==> src/rtl/note_pkg.sv <==
// -----------------------------------------------------------------------------
// note_pkg
// Shared types and constants for the recorder note detector:
//   - spectrum memory address/data widths and note code width
//   - NOTE_SILENT, the note code reported when nothing is loud enough
//   - scan FSM state encoding
//   - BIN_ADDR: spectrum bin address of each note, lowest recorder note first
// -----------------------------------------------------------------------------
package note_pkg;

    localparam int HADDR_W  = 12;
    localparam int HDATA_W  = 10;
    localparam int NOTE_W   = 6;
    localparam int NUM_BINS = 60;

    localparam logic [NOTE_W-1:0] NOTE_SILENT = 6'h3F;

    typedef enum logic [1:0] {
        ST_IDLE,
        ST_SCAN,
        ST_LAST,
        ST_DECIDE
    } state_e;

    // Roughly one semitone apart; the spacing widens with frequency.
    localparam logic [HADDR_W-1:0] BIN_ADDR [NUM_BINS] = '{
        12'd48,   12'd51,   12'd54,   12'd57,   12'd60,
        12'd64,   12'd68,   12'd72,   12'd76,   12'd81,
        12'd86,   12'd91,   12'd96,   12'd102,  12'd108,
        12'd114,  12'd121,  12'd128,  12'd136,  12'd144,
        12'd153,  12'd162,  12'd172,  12'd182,  12'd193,
        12'd204,  12'd216,  12'd229,  12'd243,  12'd257,
        12'd273,  12'd289,  12'd306,  12'd324,  12'd344,
        12'd364,  12'd386,  12'd409,  12'd433,  12'd459,
        12'd486,  12'd515,  12'd546,  12'd578,  12'd613,
        12'd649,  12'd688,  12'd729,  12'd772,  12'd818,
        12'd867,  12'd918,  12'd973,  12'd1031, 12'd1092,
        12'd1157, 12'd1226, 12'd1299, 12'd1376, 12'd1458
    };

endpackage

==> src/rtl/note_bin_rom.sv <==
// -----------------------------------------------------------------------------
// note_bin_rom
// Combinational lookup from note index to spectrum bin address.
//   idx_i  : note index 0..NUM_BINS-1
//   addr_o : bin address of that note (0 for indices past the table)
// -----------------------------------------------------------------------------
module note_bin_rom
    import note_pkg::*;
(
    input  logic [NOTE_W-1:0]  idx_i,
    output logic [HADDR_W-1:0] addr_o
);

    always_comb begin
        addr_o = '0;
        if (idx_i < NOTE_W'(NUM_BINS)) begin
            addr_o = BIN_ADDR[idx_i];
        end
    end

endmodule

==> src/rtl/note_detector.sv <==
// -----------------------------------------------------------------------------
// note_detector
// On each start pulse, walks the note-bin table through the spectrum memory,
// keeps the loudest bin (lowest index on ties), and debounces the winner over
// consecutive scans before reporting it as the current note.
//   clock_27mhz  : system clock
//   reset_n      : asynchronous active-low reset
//   start        : scan request pulse; requests during a scan queue one rescan
//   raddr/rdata  : spectrum memory read port (rdata belongs to last cycle's raddr)
//   busy         : scan in progress
//   scan_done    : one-cycle pulse at the end of every scan
//   note         : debounced note code, NOTE_SILENT when nothing is sounding
//   note_mag     : magnitude of the reported note, 0 when silent
//   note_changed : one-cycle pulse with scan_done when note takes a new value
// -----------------------------------------------------------------------------
module note_detector
    import note_pkg::*;
#(
    parameter int                 NUM_NOTES    = 60,
    parameter logic [HDATA_W-1:0] THRESH       = 10'd64,
    parameter int                 STABLE_SCANS = 3
) (
    input  logic               clock_27mhz,
    input  logic               reset_n,
    input  logic               start,
    output logic [HADDR_W-1:0] raddr,
    input  logic [HDATA_W-1:0] rdata,
    output logic               busy,
    output logic               scan_done,
    output logic [NOTE_W-1:0]  note,
    output logic [HDATA_W-1:0] note_mag,
    output logic               note_changed
);

    localparam logic [NOTE_W-1:0] LAST_IDX   = NOTE_W'(NUM_NOTES - 1);
    localparam logic [3:0]        STABLE_LIM = 4'(STABLE_SCANS);

    state_e              state_q,        state_d;
    logic [NOTE_W-1:0]   idx_q,          idx_d;
    logic [HDATA_W-1:0]  best_mag_q,     best_mag_d;
    logic [NOTE_W-1:0]   best_idx_q,     best_idx_d;
    logic [NOTE_W-1:0]   cand_prev_q,    cand_prev_d;
    logic [3:0]          stable_cnt_q,   stable_cnt_d;
    logic                pending_q,      pending_d;
    logic [HADDR_W-1:0]  raddr_q,        raddr_d;
    logic                scan_done_q,    scan_done_d;
    logic                note_changed_q, note_changed_d;
    logic [NOTE_W-1:0]   note_q,         note_d;
    logic [HDATA_W-1:0]  note_mag_q,     note_mag_d;

    logic [HADDR_W-1:0]  bin_addr;
    logic [NOTE_W-1:0]   rdata_idx;
    logic                take_rdata;
    logic [NOTE_W-1:0]   cand;
    logic [HDATA_W-1:0]  cand_mag;

    note_bin_rom u_rom (
        .idx_i  (idx_q),
        .addr_o (bin_addr)
    );

    // rdata lags raddr by one cycle: in SCAN it belongs to idx-1, in LAST to
    // the final table entry. The first SCAN cycle has no data yet.
    assign rdata_idx  = (state_q == ST_LAST) ? LAST_IDX : idx_q - NOTE_W'(1);
    assign take_rdata = ((state_q == ST_SCAN && idx_q != '0) || state_q == ST_LAST)
                        && (rdata > best_mag_q);

    assign cand     = (best_mag_q >= THRESH) ? best_idx_q : NOTE_SILENT;
    assign cand_mag = (cand == NOTE_SILENT) ? '0 : best_mag_q;

    always_comb begin
        // NOTE: every next-state signal gets a default first so no path through
        // the case statement leaves one unassigned, which would infer a latch.
        state_d        = state_q;
        idx_d          = idx_q;
        best_mag_d     = best_mag_q;
        best_idx_d     = best_idx_q;
        cand_prev_d    = cand_prev_q;
        stable_cnt_d   = stable_cnt_q;
        pending_d      = pending_q;
        raddr_d        = raddr_q;
        scan_done_d    = 1'b0;
        note_changed_d = 1'b0;
        note_d         = note_q;
        note_mag_d     = note_mag_q;

        if (take_rdata) begin
            best_mag_d = rdata;
            best_idx_d = rdata_idx;
        end

        // Any number of starts during a scan collapse into one rescan.
        if (start && state_q != ST_IDLE) begin
            pending_d = 1'b1;
        end

        case (state_q)
            ST_IDLE: begin
                if (start || pending_q) begin
                    pending_d  = 1'b0;
                    idx_d      = '0;
                    best_mag_d = '0;
                    best_idx_d = NOTE_SILENT;
                    state_d    = ST_SCAN;
                end
            end
            ST_SCAN: begin
                raddr_d = bin_addr;
                idx_d   = idx_q + NOTE_W'(1);
                if (idx_q == LAST_IDX) begin
                    state_d = ST_LAST;
                end
            end
            ST_LAST: begin
                state_d = ST_DECIDE;
            end
            ST_DECIDE: begin
                if (cand == cand_prev_q) begin
                    if (stable_cnt_q != 4'hF) begin
                        stable_cnt_d = stable_cnt_q + 4'd1;
                    end
                end else begin
                    stable_cnt_d = 4'd1;
                    cand_prev_d  = cand;
                end

                if (stable_cnt_d >= STABLE_LIM && cand != note_q) begin
                    note_d         = cand;
                    note_mag_d     = cand_mag;
                    note_changed_d = 1'b1;
                end else if (cand == note_q) begin
                    note_mag_d = cand_mag;
                end

                scan_done_d = 1'b1;
                state_d     = ST_IDLE;
            end
            default: state_d = ST_IDLE;
        endcase
    end

    always_ff @(posedge clock_27mhz or negedge reset_n) begin
        if (!reset_n) begin
            state_q        <= ST_IDLE;
            idx_q          <= '0;
            best_mag_q     <= '0;
            best_idx_q     <= NOTE_SILENT;
            cand_prev_q    <= NOTE_SILENT;
            stable_cnt_q   <= '0;
            pending_q      <= 1'b0;
            raddr_q        <= '0;
            scan_done_q    <= 1'b0;
            note_changed_q <= 1'b0;
            note_q         <= NOTE_SILENT;
            note_mag_q     <= '0;
        end else begin
            // NOTE: non-blocking assignments so every register samples the
            // values from before this edge, independent of statement order.
            state_q        <= state_d;
            idx_q          <= idx_d;
            best_mag_q     <= best_mag_d;
            best_idx_q     <= best_idx_d;
            cand_prev_q    <= cand_prev_d;
            stable_cnt_q   <= stable_cnt_d;
            pending_q      <= pending_d;
            raddr_q        <= raddr_d;
            scan_done_q    <= scan_done_d;
            note_changed_q <= note_changed_d;
            note_q         <= note_d;
            note_mag_q     <= note_mag_d;
        end
    end

    assign raddr        = raddr_q;
    assign busy         = (state_q != ST_IDLE);
    assign scan_done    = scan_done_q;
    assign note_changed = note_changed_q;
    assign note         = note_q;
    assign note_mag     = note_mag_q;

endmodule

==> config.mk <==
export PLATFORM = sky130hd
export DESIGN_NAME = note_detector
export DESIGN_NICKNAME = d
export VERILOG_FILES = /design/src/rtl/note_pkg.sv /design/src/rtl/note_bin_rom.sv /design/src/rtl/note_detector.sv
export SDC_FILE = /design/constraint.sdc
export NUM_CORES = 1
export LEC_CHECK = 0
export CAP_MARGIN = 25
export CORE_UTILIZATION = 52
export DETAILED_ROUTE_END_ITERATION = 12
export PLACE_DENSITY = 0.84
export SLEW_MARGIN = 5
export SYNTH_ARGS = -nofsm -noshare
export SYNTH_HDL_FRONTEND = slang
export SYNTH_HIERARCHICAL = 1
export SYNTH_SLANG_ARGS = --single-unit
==> constraint.sdc <==
create_clock -name clock_27mhz -period 2.4 [get_ports clock_27mhz]
set_input_delay 0.6 -clock clock_27mhz [delete_from_list [all_inputs] [get_ports clock_27mhz]]
set_output_delay 0.6 -clock clock_27mhz [all_outputs]
set_load 0.005 [all_outputs]
After elaboration in Yosys (flattened, before gate mapping) --
Memories as Yosys holds them, arrays and structs flattened. Index checks and enable logic that the tools add are counted.
Storage, ports and cells: bits in registers 65, bits in latches 0, memory bits (writable) 0, bits in read-only memories 768, bits of input ports 13, output and inout port bits 31, logic and storage cells 78, memories 1
Memory list:
- (name not given) | words 64, bits a word 12, read ports 1, clocked after Yosys merged registers in 0, wr ports 0, RTL line note_bin_rom.sv:17 | addr_o = BIN_ADDR[idx_i];
Cells by class: $add $sub $neg 3, $mul 0, divide/modulo/power cells 0, $lt $le $gt $ge 5, equality and inequality tests 11, shift-type cells 0, mux-type cells 28, bitwise operators 2, reductions and logical operators 16
Operator list (count):
- 2-to-1 mux 10 bit | 6
- 2-to-1 mux 12 bit | 3
- 2-to-1 mux 6 bit | 6
- == test 6 bit | 2
- == test 6 bit (second input constant) | 2
- 2-to-1 mux 4 bit | 3
- one-hot mux 6 bit (2 select lines) | 1
- greater-or-equal comparator 10 x 7 -> 1 bit (second input constant) | 1
- > comparator 10 bit | 1
- AND reduction 2 bit | 5
- one-hot mux 2 bit (4 select lines) | 1
- greater-or-equal comparator 7 bit (second input constant) | 1
- NOT 6 -> 7 bit | 1
- adder 6 x 1 -> 6 bit (second input constant) | 1
- less-than comparator 6 bit (second input constant) | 1
- 2-to-1 mux 1 bit | 6
- != test 6 bit | 1
- nonzero test 2 bit | 3
- nonzero test 6 bit | 1
- subtractor 6 x 1 -> 6 bit (second input constant) | 1
- adder 4 x 1 -> 4 bit (second input constant) | 1
- == test 2 bit (second input constant) | 2
- greater-or-equal comparator 4 x 2 -> 1 bit (second input constant) | 1
- logical AND 1 bit | 4
- 8 further kinds | 10

Depth between registers and ports, before layout --
depth in word-level cells 9, depth in mapped cells 9, mapped depth without buffers 8

Hierarchy --
Netlist, hierarchy kept.
By module, submodules not included:
- note_detector | instances 1, cells an instance 351, area an instance 3547.2 sq um, sequential area each 1649.1 sq um
- note_bin_rom | instances 1, cells an instance 147, area an instance 922.1 sq um, sequential area each 0.0 sq um

Least setup slack after synthesis --
Ideal clock, no wire load.
path type input-to-reg, from in rdata[7], to reg best_mag_q[0], library setup time 0.078 ns, data arrival time 2.230 ns, data required time 2.322 ns, path slack 0.092 ns, cell stages on the path 8, path buffers 1, cells stage by stage ha_1 > a21o_1 > a21o_1 > a221oi_1 > o21a_1 > clkbuf_1 > o21ai_0 > a21oi_1
Between the ends: cells in the longest elaborated chain, start to end 5
Ends and longest elaborated chain:
- from (decl) | RTL line note_detector.sv:27 | input logic [HDATA_W-1:0] rdata,
- > comparator 10 bit (*) | RTL line note_detector.sv:66 | && (rdata > best_mag_q);
- logical AND 1 bit (*) | RTL line note_detector.sv:66
- 2-to-1 mux 10 bit (*) | RTL line note_detector.sv:87 | if (take_rdata) begin
- 2-to-1 mux 10 bit | RTL line note_detector.sv:99 | if (start || pending_q) begin
- 2-to-1 mux 10 bit (*) | RTL line note_detector.sv:97 | case (state_q)
- named net best_mag_d[0] | RTL line note_detector.sv:40 | logic [HDATA_W-1:0] best_mag_q, best_mag_d;
- to (signal assigned) | RTL line note_detector.sv:161 | best_mag_q <= best_mag_d;
- to (decl) | RTL line note_detector.sv:40
The timed path passes the listed nets; every way through them passes the cells marked *. A chain may end at the register's enable or synchronous reset.

Worst setup path in the final report --
from reg best_mag_q[6], to reg note_mag_q[6] (netlist: note_mag[6])
Between the ends: cells in the longest elaborated chain, start to end 9, elaborated cells on any way between the ends 15, classes of those cells order compare (2); eq/ne (4); mux (6); reduce/logical (3)
Ends and longest elaborated chain:
- greater-or-equal comparator 10 x 7 -> 1 bit | RTL line note_detector.sv:68 | assign cand = (best_mag_q >= THRESH) ? best_idx_q : NOTE_SILENT;
- 2-to-1 mux 6 bit | RTL line note_detector.sv:68
- == test 6 bit | RTL line note_detector.sv:118 | if (cand == cand_prev_q) begin
- 2-to-1 mux 4 bit | RTL line note_detector.sv:118
- 2-to-1 mux 4 bit | RTL line note_detector.sv:97
- greater-or-equal comparator 4 x 2 -> 1 bit | RTL line note_detector.sv:127 | if (stable_cnt_d >= STABLE_LIM && cand != note_q) begin
- logical AND 1 bit | RTL line note_detector.sv:127
- nonzero test 2 bit (no source line)
- AND reduction 2 bit (no source line)
- to (signal assigned) | RTL line note_detector.sv:170 | note_mag_q <= note_mag_d;
- to (decl) | RTL line note_detector.sv:49 | logic [HDATA_W-1:0] note_mag_q, note_mag_d;
Parallel ways exist; a longest one is shown, timed or not. The select of a mux whose other input is x is not followed.

==> flow_metrics.tcl <==
set metrics [dict create \
    status "finished, final reports clean" \
    setup_viol 0 \
    relSlewSlack_pct 39.47 \
    required_ns 2.65 \
    synth_top_area_cell "dfrtp_1" \
    critPathMaxFanout 6 \
    synth_edf_count 0 \
    ir_worst_vdd_mv 0.6839 \
    r2r_cells 7 \
    r2r_end "note_mag[6]$_DFFE_PN0P_" \
    ant_nets 0 \
    diodes 0 \
    rr_startpoint "best_mag_q[6]$_DFF_PN0_" \
    drv_slew 0 \
    async_flop_share_pct 100.0 \
    h-tree-depth 3 \
    power_density_nw_per_um2 1312 \
    synth_fp_nets 535 \
    grt_pass1_wl_um 18190 \
    antenna_found_initial 0 \
    cp-end-kind "flip-flop" \
    port_buffers 43 \
    syn_area_um2 4469 \
    dieArea_um2 8970 \
    post-route-min-period_ns 2.399 \
    drt-total-wl_um 11130 \
    placed_cells 663 \
    grt_max_degree 66 \
    cts_sinks 65 \
    synthTopCellsByArea "dfrtp_1 26%, dfstp_2 11%, ha_1 6.7%" \
    cts_tree "yes" \
    wl_per_cell_um 16.20 \
    cts_root_buf "clkbuf_8" \
    die_w_um 94.71 \
    clockBufferDepth 2 \
    maxCapViolCount 0 \
    fp-row-count 33 \
    dp_hpwl_um 7840 \
    grt_setup_unrepaired "true" \
    fmax_ghz 0.4168 \
    synth_ff_type "dfrtp_1" \
    ys_top_cells_by_count "47 x dfrtp_1, 44 x nor2_1, 42 x a21oi_1" \
    place_congestion 0.9034 \
    synth.most_common_cell "dfrtp_1" \
    worstSkewPairLatency_ns 0.36 \
    crit_arrival_ns 2.65 \
    worstMarginPinSlew_ns 0.9047 \
    drt_iter0_drc 222 \
    yosysUniqueCellTypes 67 \
    firstDrtPassIters 5 \
    num_io_pins 44 \
    syn2layout_area_growth_pct 24.02 \
    critPathKind "reg -> reg" \
    viasPerCell 5.901 \
    syn_inst 498 \
    vias 4054 \
    cp-start-kind "flip-flop" \
    synth_seq_cells 65 \
    fin_cells 687 \
    avgSynthCellArea_um2 8.974 \
    rrSetupSlack_ns 0.0008 \
    cts-buffers-inserted 9 \
    leakage_nw 2.375 \
    grt_usage_pct 25.87 \
    die_h_um 94.71 \
    hold_path.class "in -> async" \
    final_core_util_pct 67.12 \
    first_global_vias 3900 \
    hold_buffers 0 \
    ys_warn_count 6 \
    hold_viol 0 \
    period_share_pct 99.96 \
    skew_ns 0.01211 \
    synth_top_area_share_pct 26.32 \
    drive_above_1_share_pct 22.16 \
    coreArea_um2 8258 \
    drc 0 \
    fin_nets 614 \
    seq_area_frac_synth_pct 36.90 \
    initial_core_util_pct 54.12 \
    grt-ovfl-total 0 \
    clk_pin_slew_ns 0.08 \
]
[kinds of logic (layout without fill, tap and decap cells)]
group           count (synthesis)  after routing  synth area share [%]
simple gates                  151            151                 18.28
fa+ha+maj                      24             24                 6.719
buf+inv                        73            157                 8.007
mux                            29             29                 7.335
compound gates                145            145                 20.72
xor+xnor                       10             10                 1.960
other cells                     1              1               0.08391
flops                          65             65                 36.90
[timing repair]
action	in CTS	in global routing
buffers inserted	4	3
pin swaps	7	13
gates resized for setup	5	10
endpoints found under the setup margin	17	31
gates cloned	0	1
[where the power goes]
group          internal (mW)  switching, mW  total [mW]
registers               1.58          0.354        1.93
logic                   2.07           2.31        4.38
clock network          0.488          0.474       0.962
[worst max-delay path by stage]
| stage | start | to |
|---|---|---|
| global placement | rdata[7] | best_mag_q[1]$_DFF_PN0_ |
| finish | best_mag_q[6]$_DFF_PN0_ | note_mag[6]$_DFFE_PN0P_ |
| detailed placement | rdata[7] | best_mag_q[3]$_DFF_PN0_ |
| CTS | best_mag_q[7]$_DFF_PN0_ | note_mag[6]$_DFFE_PN0P_ |
| global route | best_mag_q[6]$_DFF_PN0_ | note_mag[7]$_DFFE_PN0P_ |
| floorplan | rdata[7] | best_mag_q[0]$_DFF_PN0_ |
[registers in the layout (all words and copies together) (netlist names)]
| register | count |
|---|---|
| best_mag_q | 10 |
| scan_done | 1 |
| raddr | 12 |
| cand_prev_q | 6 |
| note_mag | 10 |
| best_idx_q | 6 |
| note_changed | 1 |
| note | 6 |
| pending_q | 1 |
| stable_cnt_q | 4 |
| idx_q | 6 |
| state_q | 2 |
[worst max-delay path, cell delays in order, from the launching register on]
cell and delay (ns):
dfrtp_1 0.42, or4_4 0.63, nand3_2 0.09, nand4_1 0.14
nor4_4 0.37, o21a_1 0.23, buf_12 0.13, mux2_4 0.29
[layout by cell type (no fill, tap or decap), types with 7 or more instances in the layout]
cell type and count:
inv_1 41, o21ai_0 36, clkdlybuf4s50_1 41, dfstp_2 18
xnor2_1 7, nand2_1 24, mux2_2 12, mux2i_1 11
a21oi_1 42, dfrtp_1 47, ha_1 22, nor3_1 15
nand2b_1 10, buf_4 48, nand3_1 18, nor2_1 43
clkbuf_8 9
[final cells by class]
cell class,count,area (um2)
clock buffer,9,123.9
fill,661,2715
clock inverter,7,77.57
timing repair buffer,98,887.1
tap,105,131.4
multi-input combinational,360,2512
inverter,43,161.4
sequential,65,1649
[per-layer routing]
metal | part of all wire [%] | vias to the layer above | routed length [um] | track usage [%]
met5 | 0 | - | 0 | 0
met4 | 1.4 | 0 | 158 | 10.10
met3 | 5.9 | 18 | 662 | 5.072
met1 | 42 | 1937 | 4702 | 32.20
li1 | - | 1942 | - | -
met2 | 50 | 157 | 5607 | 44.00
[metrics by stage]
step / TNS (ns) / area, um2 / setup WS, ns / power [mW] / hold slack [ns]
6_report: 0 / 5543 / 0.0008404 / 7.274 / 0.2431
5_1_grt: -0.5098 / 5543 / -0.07736 / 7.770 / 0.2564
4_1_cts: -0.04712 / 5473 / -0.01497 / 7.132 / 0.2541
3_5_place_dp: -6.378 / 5220 / -0.4747 / 6.069 / 0.4908
3_3_place_gp: -4.631 / 5220 / -0.3209 / 5.915 / 0.4739
2_1_floorplan: 0 / 4469 / 0.09238 / 4.630 / 0.3044
Power figures use the tool's default switching activity.
